--- config.mk ---
export PLATFORM = sky130hd
export DESIGN_NAME = time_counter
export DESIGN_NICKNAME = d
export VERILOG_FILES = /design/src/rtl/time_counter.sv
export SDC_FILE = /design/constraint.sdc
export NUM_CORES = 1
export LEC_CHECK = 0
export CAP_MARGIN = 20
export CELL_PAD_IN_SITES_DETAIL_PLACEMENT = 0
export CELL_PAD_IN_SITES_GLOBAL_PLACEMENT = 1
export CORE_MARGIN = 2
export CORE_UTILIZATION = 38
export CTS_BUF_LIST = sky130_fd_sc_hd__clkbuf_8
export DETAILED_ROUTE_END_ITERATION = 8
export PLACE_DENSITY_LB_ADDON = 0.08
export SYNTH_ARGS = -nofsm -noshare
export SYNTH_HDL_FRONTEND = slang
export SYNTH_SLANG_ARGS = --single-unit
--- constraint.sdc ---
create_clock -name clk -period 1.77 [get_ports clk]
set_input_delay 0.4425 -clock clk [delete_from_list [all_inputs] [get_ports clk]]
set_output_delay 0.4425 -clock clk [all_outputs]
set_load 0.02 [all_outputs]
--- src/rtl/time_counter.sv ---
// time_counter: wall-clock time-of-day counter (binary H:M:S).
// Latency: secs first increments on the CLKS_PER_SEC-th rising clk edge after reset release.
// Backpressure: none; free-running, outputs are plain registers updated on the 1 Hz tick.
//
// Ports:
//   secs   - current seconds, 0..SEC_MAX-1
//   mins   - current minutes, 0..MIN_MAX-1
//   hours  - current hours,   0..HOUR_MAX-1
//   reset  - asynchronous, active-high clear of all state
//   clk    - system clock, all updates on the rising edge
module time_counter #(
  parameter int unsigned CLKS_PER_SEC = 250,
  parameter int unsigned SEC_MAX      = 60,
  parameter int unsigned MIN_MAX      = 60,
  parameter int unsigned HOUR_MAX     = 24
) (
  output logic [5:0] secs,
  output logic [5:0] mins,
  output logic [5:0] hours,
  input  logic       reset,
  input  logic       clk
);

  // A divide-by-1 prescaler still needs one bit of storage; it simply never
  // leaves 0 because the tick compare is satisfied at 0.
  localparam int unsigned PW = (CLKS_PER_SEC > 1) ? $clog2(CLKS_PER_SEC) : 1;
  localparam logic [PW-1:0] PRESC_LAST = PW'(CLKS_PER_SEC - 1);
  localparam logic [5:0]    SEC_LAST   = 6'(SEC_MAX - 1);
  localparam logic [5:0]    MIN_LAST   = 6'(MIN_MAX - 1);
  localparam logic [5:0]    HOUR_LAST  = 6'(HOUR_MAX - 1);

  logic [PW-1:0] presc;
  logic          tick;
  logic          sec_wrap;
  logic          min_wrap;
  logic          hour_wrap;
  logic          sec_carry;
  logic          min_carry;

  // ">=" rather than "==" so any out-of-range code (e.g. after X recovery)
  // is treated as the last value: the next increment forces 0 and carries.
  always_comb begin
    tick      = (presc >= PRESC_LAST);
    sec_wrap  = (secs  >= SEC_LAST);
    min_wrap  = (mins  >= MIN_LAST);
    hour_wrap = (hours >= HOUR_LAST);
    sec_carry = tick & sec_wrap;
    min_carry = sec_carry & min_wrap;
  end

  always_ff @(posedge clk or posedge reset) begin
    if (reset) begin
      presc <= '0;
    end else if (tick) begin
      presc <= '0;
    end else begin
      presc <= presc + PW'(1);
    end
  end

  // All three fields update on the same edge, so 23:59:59 -> 00:00:00 is
  // one transition with no intermediate states visible.
  always_ff @(posedge clk or posedge reset) begin
    if (reset) begin
      secs  <= '0;
      mins  <= '0;
      hours <= '0;
    end else begin
      if (tick) begin
        secs <= sec_wrap ? 6'd0 : secs + 6'd1;
      end
      if (sec_carry) begin
        mins <= min_wrap ? 6'd0 : mins + 6'd1;
      end
      if (min_carry) begin
        hours <= hour_wrap ? 6'd0 : hours + 6'd1;
      end
    end
  end

endmodule

==> impl_metrics.py <==
metrics = {
    "floorplanning": {
        "die-area_um2": 3950,
        "die_w_um": 62.9,
        "die_h_um": 62.9,
        "start_util_pct": 39.5,
        "coreArea_um2": 3340,
        "rows": 21,
        "num_io_pins": 20,
    },
    "global_routing": {
        "grtUsageTotal_pct": 15.9,
        "overflow": 0,
        "grt_pass1_vias": 1060,
        "grt_pass1_wl_um": 5060,
        "antenna_found_initial": 0,
        "grt_max_degree": 16,
    },
    "setup_path": {
        "endpoint": "hours[3]",
        "rr_startpoint": "presc[0]",
        "r2r-end": "hours[3]",
        "critPathKind": "flop to flop",
        "path_buf_inv": 1,
        "endpoint_kind": "flop",
        "crit_slowest_cell": "or4_4",
        "startpoint": "presc[0]",
        "rrSetupSlack_ns": -0.07,
        "path_cells": "inv_1 -> ha_2 -> nor3b_4 -> or4_4 -> a211o_1 -> a22o_1",
        "critPathLaunchType": "flop",
        "cp_top_family": "simple AND/OR/NAND/NOR gates",
        "reg2reg_depth": 6,
        "cp_max_fo": 4,
        "worst-path-stages": 6,
        "cp.required_ns": 1.94,
        "cpPeakStageDelay_ns": 0.54,
        "critPathArrivalTime_ns": 2.00,
    },
    "placement": {
        "gp_congestion": 0.817,
        "dpl.cell_count": 213,
        "io_buffers": 19,
        "pre_cts_ws_ns": -0.0802,
        "dp_hpwl_um": 2150,
    },
    "pwr": {
        "power.density_nw_per_um2": 603,
        "pwr-share-seq_pct": 53.5,
        "p_switching_mw": 0.207,
        "p_sw_share_pct": 18.6,
        "pwr-share-clk_pct": 44.7,
        "vdd_ir_drop_max_v": 0.000270,
        "p_leak_nw": 0.991,
        "p_total_mw": 1.11,
        "p_int_mw": 0.904,
        "power_frac_comb_pct": 1.9,
    },
    "timing": {
        "period_share_pct": 104,
        "hold_violations": 0,
        "max_freq_mhz": 544,
        "period_needed_ns": 1.84,
        "worst_pin_slew_ns": 0.394,
        "slew_violations": 0,
        "tns_ns": -0.0909,
        "rsz0062_at_grt": "yes",
        "worst_slack_ns": -0.0676,
        "setup_violations": 3,
        "relSlewSlack_pct": 73.7,
        "fin_skew_ns": 0.00550,
    },
    "synth": {
        "ys_warn_count": 0,
        "yosys.area.top_type": "dfrtp_1",
        "synthTopCellsByArea": "dfrtp_1 49%, ha_1 5.7%, nand2_1 4.3%, o21ai_0 4.2%, nand3_1 3.8%",
        "netlist_area_um2": 1320,
        "synth.top_cell.area_share_pct": 49.4,
        "async_reset_ff_share_pct": 100,
        "avgSynthCellArea_um2": 9.91,
        "synth_enable_flop_cells": 0,
        "synth_seq_cells": 26,
        "synth_cell_types": 39,
        "syn_inst": 133,
        "synth_top_cells_by_count": "26 x dfrtp_1, 15 x nand2_1, 12 x nor2_1",
        "synthMostInstantiatedCell": "dfrtp_1",
        "synth.net_count": 141,
        "ys_seq_area_share_pct": 49.4,
        "ys.flop_type": "dfrtp_1",
    },
    "status": {
        "violations": "setup timing",
        "status": "finished with violations",
    },
    "hold_path": {
        "min_path_type": "primary input to asynchronous set/reset pin",
    },
    "flow_run": {
        "drv_cap": 0,
    },
    "cells_and_area": {
        "antennaDiodeCount": 0,
        "seqCellArea_um2": 653,
        "multiInputGateArea_um2": 687,
        "nets": 183,
        "drive_gt1_share_pct": 24.1,
        "fin_cells": 220,
        "n_fill_cell": 319,
        "syn2layout_area_growth_pct": 39.7,
    },
    "drt": {
        "post_drt_wl_per_cell_um": 13.2,
        "antenna_left": 0,
        "drt-total-wl_um": 2910,
        "drt_iter0_markers": 50,
        "via_per_inst": 5.10,
        "firstDrtPassIters": 4,
        "vias": 1122,
        "drc_errors": 0,
    },
    "clocking": {
        "path_clk_slew_ns": 0.10,
        "h-tree-depth": 1,
        "clockRootBuffer": "clkbuf_8",
        "numClockSinks": 26,
        "cts_tree": "yes",
        "cts_buffer_depth": 2,
        "cts_buffers": 3,
        "clk_latency_ns": 0.27,
        "hold_buffers": 0,
    },
}
-- worst reg2reg max path, cell delays in order (launching register included) --
cell and delay, ns:
dfrtp_1 0.36, inv_1 0.05, ha_2 0.17, nor3b_4 0.15, or4_4 0.54, a211o_1 0.24, a22o_1 0.23
-- layer usage --
| metal | global-route usage (%) | wire [µm] | vias to the layer above |
|---|---|---|---|
| met5 | 0 | 0 | - |
| met4 | 4.17 | 23 | 0 |
| met1 | 20.3 | 1360 | 548 |
| li1 | - | - | 559 |
| met3 | 3.06 | 79 | 2 |
| met2 | 27.4 | 1440 | 13 |
-- layout by cell type (no fill, tap or decap), types with 3 or more instances in the layout --
cell / n
a21oi_1: 5
and2_1: 5
buf_4: 19
clkbuf_8: 3
dfrtp_1: 24
dlygate4sd2_1: 10
dlymetal6s2s_1: 8
ha_1: 4
nand2_1: 15
nand3_1: 10
nor2_1: 12
o21ai_0: 4
o21ai_1: 8
o31ai_1: 4
xor2_1: 4
-- kinds of logic after synthesis --
| group | synth area share (%) |
|---|---|
| AND/OR/NAND/NOR | 24.2 |
| AO/OA/AOI/OAI | 14.1 |
| flip-flops | 49.4 |
| adder cells (fa/ha/maj) | 5.70 |
| XOR/XNOR | 3.32 |
| buffers and inverters | 1.71 |
| multiplexers | 1.61 |
-- area by class of cell --
| cell class | instances | share of cell area [%] |
|---|---|---|
| multi-input combinational | 102 | 37.3 |
| sequential | 26 | 35.5 |
| timing repair buffer | 39 | 19.6 |
| tap | 46 | 3.13 |
| clock buffer | 3 | 2.24 |
| clock inverter | 1 | 1.63 |
| inverter | 3 | 0.612 |
-- worst min-delay path by stage --
| stage | end | cells past startpoint | startpoint | slack, ns |
|---|---|---|---|---|
| floorplan | hours[0] | 1 | reset | 0.48 |
| global placement | presc[7] | 2 | presc[7] | 0.50 |
| detailed placement | presc[7] | 2 | presc[7] | 0.52 |
| CTS | hours[3] | 2 | reset | 0.45 |
| global route | hours[3] | 2 | reset | 0.47 |
| finish | hours[3] | 2 | reset | 0.45 |
-- flip-flops by register name (all words and copies together) (netlist names) --
name and cells:
mins 6, presc 8, secs 6, hours 6
-- repair_timing --
action,in CTS,in global routing
setup buffers,1,2
gates resized for setup,10,16
setup endpoints to repair,21,23
pin swaps,0,1
-- stage by stage --
step / utilization (%) / hold WS [ns] / area (µm²)
floorplan: - / 0.477 / 1340
global placement: 51.4 / 0.499 / 1720
detailed placement: 51.4 / 0.516 / 1720
CTS: 53.4 / 0.455 / 1780
global route: 55.2 / 0.465 / 1840
finish: 55.2 / 0.446 / 1840
-- power by group through the flow --
| stage | combinational [mW] | clock, mW | sequential (mW) |
|---|---|---|---|
| global placement | 0.0220 | 0 | 0.605 |
| detailed placement | 0.0223 | 0 | 0.605 |
| CTS | 0.0223 | 0.504 | 0.593 |
| floorplan | 0.00882 | 0 | 0.605 |
| finish | 0.0209 | 0.496 | 0.593 |
| global route | 0.0240 | 0.536 | 0.594 |
Note: power is estimated with default switching activity, not from simulation.
